--- src/rtl/lv_pwm_flt_mgr.sv ---
// PWM fault manager for a low-voltage gate driver path.
//
// Detects rising edges on the mismatch and dead-time error inputs. Each edge:
//   - sets a sticky status bit
//   - bumps a saturating event counter
// An enabled edge also forces the gate low and runs the fault FSM:
//   NORMAL -> FAULT (minimum hold) -> WAIT_CLR (software release) -> RECOVER
//   (wait for the PWM command to go low) -> NORMAL
//
// Ports:
//   i_clk, i_rst       clock, synchronous active-high reset
//   i_lv_pwm_mmerr     mismatch error level; a rising edge is one event
//   i_lv_pwm_dterr     dead-time error pulse
//   i_lv_pwm_raw       raw PWM gate command
//   i_int_en[1:0]      fault/interrupt enable (bit0 mmerr, bit1 dterr)
//   i_int_clr[1:0]     write-1-to-clear for o_int_sts
//   i_flt_rls          software fault release request
//   i_cnt_clr          clears both event counters
//   o_lv_pwm_gate      registered, fault-gated PWM command
//   o_int_sts[1:0]     sticky event status
//   o_int              |(o_int_sts & i_int_en)
//   o_mmerr_cnt        saturating mismatch event count
//   o_dterr_cnt        saturating dead-time event count
//   o_flt_state        0 NORMAL, 1 FAULT, 2 WAIT_CLR, 3 RECOVER
module lv_pwm_flt_mgr #(
  parameter int unsigned FLT_HOLD_NUM = 64,
  parameter int unsigned CNT_W        = 8
) (
  input  logic             i_clk,
  input  logic             i_rst,
  input  logic             i_lv_pwm_mmerr,
  input  logic             i_lv_pwm_dterr,
  input  logic             i_lv_pwm_raw,
  input  logic [1:0]       i_int_en,
  input  logic [1:0]       i_int_clr,
  input  logic             i_flt_rls,
  input  logic             i_cnt_clr,
  output logic             o_lv_pwm_gate,
  output logic [1:0]       o_int_sts,
  output logic             o_int,
  output logic [CNT_W-1:0] o_mmerr_cnt,
  output logic [CNT_W-1:0] o_dterr_cnt,
  output logic [1:0]       o_flt_state
);

  typedef enum logic [1:0] {
    StNormal  = 2'd0,
    StFault   = 2'd1,
    StWaitClr = 2'd2,
    StRecover = 2'd3
  } state_e;

  localparam logic [15:0] HoldLast = 16'(FLT_HOLD_NUM - 1);

  state_e           state_q, state_d;
  logic [15:0]      hold_q, hold_d;
  logic             mmerr_q, dterr_q;
  logic [1:0]       ev;
  logic             en_ev;
  logic [1:0]       sts_q, sts_d;
  logic [CNT_W-1:0] mm_cnt_q, mm_cnt_d;
  logic [CNT_W-1:0] dt_cnt_q, dt_cnt_d;
  logic             gate_q, gate_d;

  // Clear wins over the old count but not over a same-cycle event, which still counts as 1.
  function automatic logic [CNT_W-1:0] cnt_next(input logic [CNT_W-1:0] cnt,
                                                input logic             evt,
                                                input logic             clr);
    if (clr) begin
      cnt_next = CNT_W'(evt);
    end else if (evt && (cnt != {CNT_W{1'b1}})) begin
      cnt_next = cnt + CNT_W'(1);
    end else begin
      cnt_next = cnt;
    end
  endfunction

  // Rising-edge detection against the registered copies
  assign ev[0] = i_lv_pwm_mmerr & ~mmerr_q;
  assign ev[1] = i_lv_pwm_dterr & ~dterr_q;
  assign en_ev = |(ev & i_int_en);

  // An event overrides a same-cycle clear on its bit
  assign sts_d    = (sts_q & ~i_int_clr) | ev;
  assign mm_cnt_d = cnt_next(mm_cnt_q, ev[0], i_cnt_clr);
  assign dt_cnt_d = cnt_next(dt_cnt_q, ev[1], i_cnt_clr);

  // State register
  always_ff @(posedge i_clk) begin
    if (i_rst) begin
      state_q <= StNormal;
      hold_q  <= '0;
    end else begin
      state_q <= state_d;
      hold_q  <= hold_d;
    end
  end

  // Next-state logic. An enabled event restarts the hold from any state.
  always_comb begin
    state_d = state_q;
    hold_d  = hold_q;
    if (en_ev) begin
      state_d = StFault;
      hold_d  = '0;
    end else begin
      case (state_q)
        StNormal: state_d = StNormal;
        StFault: begin
          if (hold_q >= HoldLast) begin
            state_d = StWaitClr;
          end else begin
            hold_d = hold_q + 16'd1;
          end
        end
        // Release only counts while all status is clear; it is not latched.
        StWaitClr: begin
          if (i_flt_rls && (sts_q == 2'b00)) begin
            state_d = StRecover;
          end
        end
        // Return only on a low command so that no partial pulse escapes
        StRecover: begin
          if (!i_lv_pwm_raw) begin
            state_d = StNormal;
          end
        end
        default: state_d = StNormal;
      endcase
    end
  end

  // Output logic. Gate follows raw only from a NORMAL cycle with no enabled event,
  // so the first NORMAL cycle after RECOVER still presents 0.
  always_comb begin
    gate_d = 1'b0;
    if ((state_q == StNormal) && !en_ev) begin
      gate_d = i_lv_pwm_raw;
    end
  end

  always_ff @(posedge i_clk) begin
    if (i_rst) begin
      mmerr_q  <= 1'b0;
      dterr_q  <= 1'b0;
      sts_q    <= 2'b00;
      mm_cnt_q <= '0;
      dt_cnt_q <= '0;
      gate_q   <= 1'b0;
    end else begin
      mmerr_q  <= i_lv_pwm_mmerr;
      dterr_q  <= i_lv_pwm_dterr;
      sts_q    <= sts_d;
      mm_cnt_q <= mm_cnt_d;
      dt_cnt_q <= dt_cnt_d;
      gate_q   <= gate_d;
    end
  end

  assign o_lv_pwm_gate = gate_q;
  assign o_int_sts     = sts_q;
  assign o_int         = |(sts_q & i_int_en);
  assign o_mmerr_cnt   = mm_cnt_q;
  assign o_dterr_cnt   = dt_cnt_q;
  assign o_flt_state   = state_q;

endmodule
--- config.mk ---
export PLATFORM = sky130hd
export DESIGN_NAME = lv_pwm_flt_mgr
export DESIGN_NICKNAME = d
export VERILOG_FILES = /design/src/rtl/lv_pwm_flt_mgr.sv
export SDC_FILE = /design/constraint.sdc
export NUM_CORES = 1
export LEC_CHECK = 0
export CAP_MARGIN = 20
export CORE_MARGIN = 8
export CORE_UTILIZATION = 45
export CTS_BUF_LIST = sky130_fd_sc_hd__clkbuf_4
export CTS_CLUSTER_DIAMETER = 60
export DETAILED_ROUTE_END_ITERATION = 16
export GPL_ROUTABILITY_DRIVEN = 0
export MAX_ROUTING_LAYER = met4
export PLACE_DENSITY = 0.7
export RECOVER_POWER = 50
export SLEW_MARGIN = 5
export SYNTH_ARGS = -nofsm -noshare
export SYNTH_HDL_FRONTEND = slang
export SYNTH_SLANG_ARGS = --single-unit
--- constraint.sdc ---
create_clock -name i_clk -period 5 [get_ports i_clk]
set_clock_uncertainty 0.1 [all_clocks]
set_input_delay 0.5 -clock i_clk [delete_from_list [all_inputs] [get_ports i_clk]]
set_output_delay 0.5 -clock i_clk [all_outputs]
set_load 0.01 [all_outputs]
==> results <==
- The flow ran to the end, but the final reports show violations.
- The checks that failed: slew limit.
- The later-pin clock latency in the skew report is around 0.35 ns.
- The number of sinks on the clock net is 39.
- Counting distinct cell types in the post-synthesis netlist gives 45.
- The switching part of the total is between 20% and 30%.
- For this block, the routed nets add up to roughly 3800 µm of wire.
- In this run the standard cell core region covers around 4000 µm².
- The first detailed-routing pass took 4 iterations.
- In this run, placement finished with an instance count of 267.
- Once placement finished, the instance area stood at roughly 2200 µm².
- In this run the power spent charging and discharging nets is around 0.00014 W.
- The estimated wirelength of the detail-placed design is 2700 µm.
- The worst hold path belongs to the class register to register.
- Walking the worst path, the cells encountered are dlygate4sd3_1 > a221oi_1 > o311ai_1 > o41ai_2.
- Measured against its own limit, the worst slew margin works out to -9.33%.
- Pin placement for this block handled 33 I/O pins.
- The average cell area after synthesis is 9.47 µm².
- The prevailing post-synth register cell is dfxtp_1.
- The post-CTS setup-driven buffer insertion count is 0.
- The total via count in the routed design is 1511.
- The register bit total from synthesis is 39.
- The share of total power dissipated in combinational logic is a little under a tenth.
- The number of buffers and inverters on the critical path is 1.
- The number of nets in the layout is ~240.
- Across the VDD grid, the largest voltage drop is about 0.15 mV.
- The die height is between 70 and 80 µm.
- For this design the ratio of total power to cell area is about 260 nW/µm².
- The internal portion of the total power is roughly 0.00045 W.
- 0 antenna diodes ended up in the layout.
- The first global-routing pass estimated roughly 6300 µm of wire.
- The final period demand of the worst path is ~2.8 ns.
- The floorplan has 23 rows.
- The clock network accounts for 35.3% of the total power.
- At the pin with the least slew margin, the transition time is 1.64 ns.
- The number of global-route vias before repair is 1423.
- The CTS buffer count is 5.
- The total count of max-transition violations in the final report came to 16.
- The worst path meets setup with between 2 and 2.5 ns of slack.
- The total negative slack is 0 ns.
- The net count after synthesis is about 210.
- The worst setup path is launched from an input port.
- After synthesis, the share of flip-flops with an asynchronous set or reset is 0%.
- Global routing consumed, over all layers together, about an eighth of the routing resources.
- Once the floorplan was initialized, standard cells occupied ~46% of the core.
- Fill cells in the final layout number 362.
- After clock tree synthesis, the clock-pin slew on the worst setup and hold paths is 0.11 ns.
- The H-tree was split into 2 levels.
- The largest delay contributor family on the critical path is compound AO/OA/AOI/OAI gates.
- Setup repair after global routing left no endpoint under its margin.
- The sequential cells in the finished layout cover a total of roughly 780 µm².
- The die is a little under 80 µm wide.
- At the worst endpoint, the arrival time is roughly 2.9 ns.
- The synthesized instance count is 191.
- The ratio of final minimum period to clock period is about 55%.
- The element type at the critical path end is a register.
- Per report_power, the sequential group accounts for 55.2% of the total.
- Summing every instance area after synthesis gives approximately 1800 µm².
- The highest cell delay on the worst timing path is ~1.3 ns.
- Post-CTS repair changed the size of 0 cells.
- The number of remaining DRC errors is 0.
- The detailed router's first-iteration violation count is approximately 140.
- For this design, the slowest cell found on the critical path is a221oi_1.
- The number of failing hold endpoints at the final stage is 0.
- Once layout is done, the placed cells without fillers occupy between 2000 and 2500 µm².
- The number of enable flip-flop cells after synthesis is 0.
- Along the worst path, the maximum fanout reaches 16.
- The detail route stage leaves a number of antenna-violating nets equal to 0.
- The total overflow left after global routing is 0.
- The root buffer cell chosen for the clock tree is clkbuf_4.
- Timing would allow up to 0.362 GHz.
- Counting along the longest clock path gives a buffer depth of 2.
- At the placement stage, the worst setup path has a slack of ~2.6 ns.
- After the flow finishes, the layout carries non-filler instances totaling approximately 280.
- During synthesis, Yosys emitted a total of 0 warnings.
- After detailed routing, the number of vias per cell comes to around 5.5.
- Sequential cells were found to cover 43.2% of the synthesized design area.
- Entering global routing, the biggest net connects 17 pins.
- Of the cells placed in the final design, the portion with a size suffix greater than 1 is under 10%.
- After detailed routing, the average wire length per cell comes to roughly 14 µm.
- The critical path data required time is about 5.2 ns.
- Setup violations remaining at the end of the flow were counted as 0.
- The clock tree from TritonCTS is built.
- The die area is ~6300 µm².
- The count of port buffers added during placement is 32.
- The post-synthesis to final-layout area growth is 23.0%.
- The number of antenna violations at the first check in global routing came to 0.
- The worst setup path is of the input port to register kind.
- Hold repair after CTS inserted 0 buffers.
- The max-capacitance violation count is 0.
- The static leakage is 0.761 nW.
- In the final layout, the multi-input gates occupy around 970 µm².
cell usage after synthesis, drive strengths merged, types with 3 or more instances:
cell type  count  area (µm²)
a211oi         4        30.0
a21oi         16        80.1
a41oi          3        26.3
and2          10        62.6
and3           4        25.0
and4           5        43.8
clkbuf         4        15.0
dfxtp         39         781
ha             7        87.6
inv            5        18.8
nand2         14        52.6
nand2b         5        31.3
nand3          5        25.0
nor2          10        37.5
nor2b          6        37.5
nor3           3        15.0
o21ai          8        40.0
o311ai         3        41.3
o41ai          4        57.6
or2            4        25.0
or3            4        26.3
placed cells by master, fill, tap and decap left out, drive strengths merged, types with 3 or more instances in the layout:
| master | Yosys | layout |
|---|---|---|
| a211oi | 4 | 4 |
| inv | 5 | 5 |
| o41ai | 4 | 4 |
| and4 | 5 | 5 |
| a41oi | 3 | 3 |
| clkdlybuf4s50 | 0 | 30 |
| a21oi | 16 | 16 |
| nand3 | 5 | 5 |
| nor2b | 6 | 6 |
| or2 | 4 | 4 |
| nor3 | 3 | 3 |
| o21ai | 8 | 8 |
| clkbuf | 4 | 5 |
| ha | 7 | 7 |
| o311ai | 3 | 3 |
| and3 | 4 | 4 |
| nand2b | 5 | 5 |
| and2 | 10 | 10 |
| nand2 | 14 | 14 |
| dfxtp | 39 | 39 |
| or3 | 4 | 4 |
| nor2 | 10 | 10 |
metal layers:
layer | up-vias | track usage (%) | share of wire (%)
met5 | - | - | 0
met1 | 697 | 14.7 | 47
met4 | 0 | 7.22 | 2.1
met3 | 8 | 3.60 | 5.5
met2 | 30 | 20.2 | 45
li1 | 776 | - | -
state kept, by name, summed over array words and instances (netlist names):
register / flops
o_lv_pwm_gate: 1
o_flt_state: 2
o_dterr_cnt: 8
dterr_q: 1
o_mmerr_cnt: 8
mmerr_q: 1
hold_q: 16
o_int_sts: 2
worst paths after layout:
| check | start | end | slack, ns | cells past startpoint |
|---|---|---|---|---|
| worst max-delay path | i_rst | hold_q[4] | 2.24 | 4 |
| worst min-delay path | hold_q[14] | hold_q[14] | 0.37 | 1 |
| worst max register to register | mmerr_q | hold_q[4] | 2.62 | 4 |
| worst min register to register | hold_q[14] | hold_q[14] | 0.37 | 1 |
power groups by stage:
stage	sequential (W)	combinational, W	clock, W
3_5_place_dp	0.000330	0.0000585	0
4_1_cts	0.000323	0.0000590	0.000212
3_3_place_gp	0.000330	0.0000587	0
5_1_grt	0.000324	0.0000621	0.000224
2_1_floorplan	0.000330	0.0000312	0
6_report	0.000323	0.0000558	0.000207
area by class of cell:
type / instances / area share, %
Clock inverter: 3 / 1.74
Timing Repair Buffer: 32 / 14.4
Sequential cell: 39 / 35.1
Tap cell: 50 / 2.81
Multi-Input combinational cell: 141 / 43.5
Clock buffer: 5 / 1.69
Inverter: 5 / 0.843
through the flow:
stage          total power, W  hold slack (ns)  util, %
2_1_floorplan        0.000362            0.330        -
3_3_place_gp         0.000389            0.342     55.0
3_5_place_dp         0.000388            0.348     55.0
4_1_cts              0.000594            0.375     56.9
5_1_grt              0.000610            0.388     56.5
6_report             0.000585            0.372     56.5
logic make-up after synthesis:
logic type / after synthesis / synth area share (%)
and+or+nand+nor: 80 / 25.2
adders and majority gates: 7 / 4.84
AOI/OAI and AO/OA: 50 / 22.3
buffers and inverters: 11 / 2.42
DFF: 39 / 43.2
muxes: 2 / 1.11
xor gates and xnor gates: 2 / 0.968
Note: power is estimated with default switching activity, not from simulation.
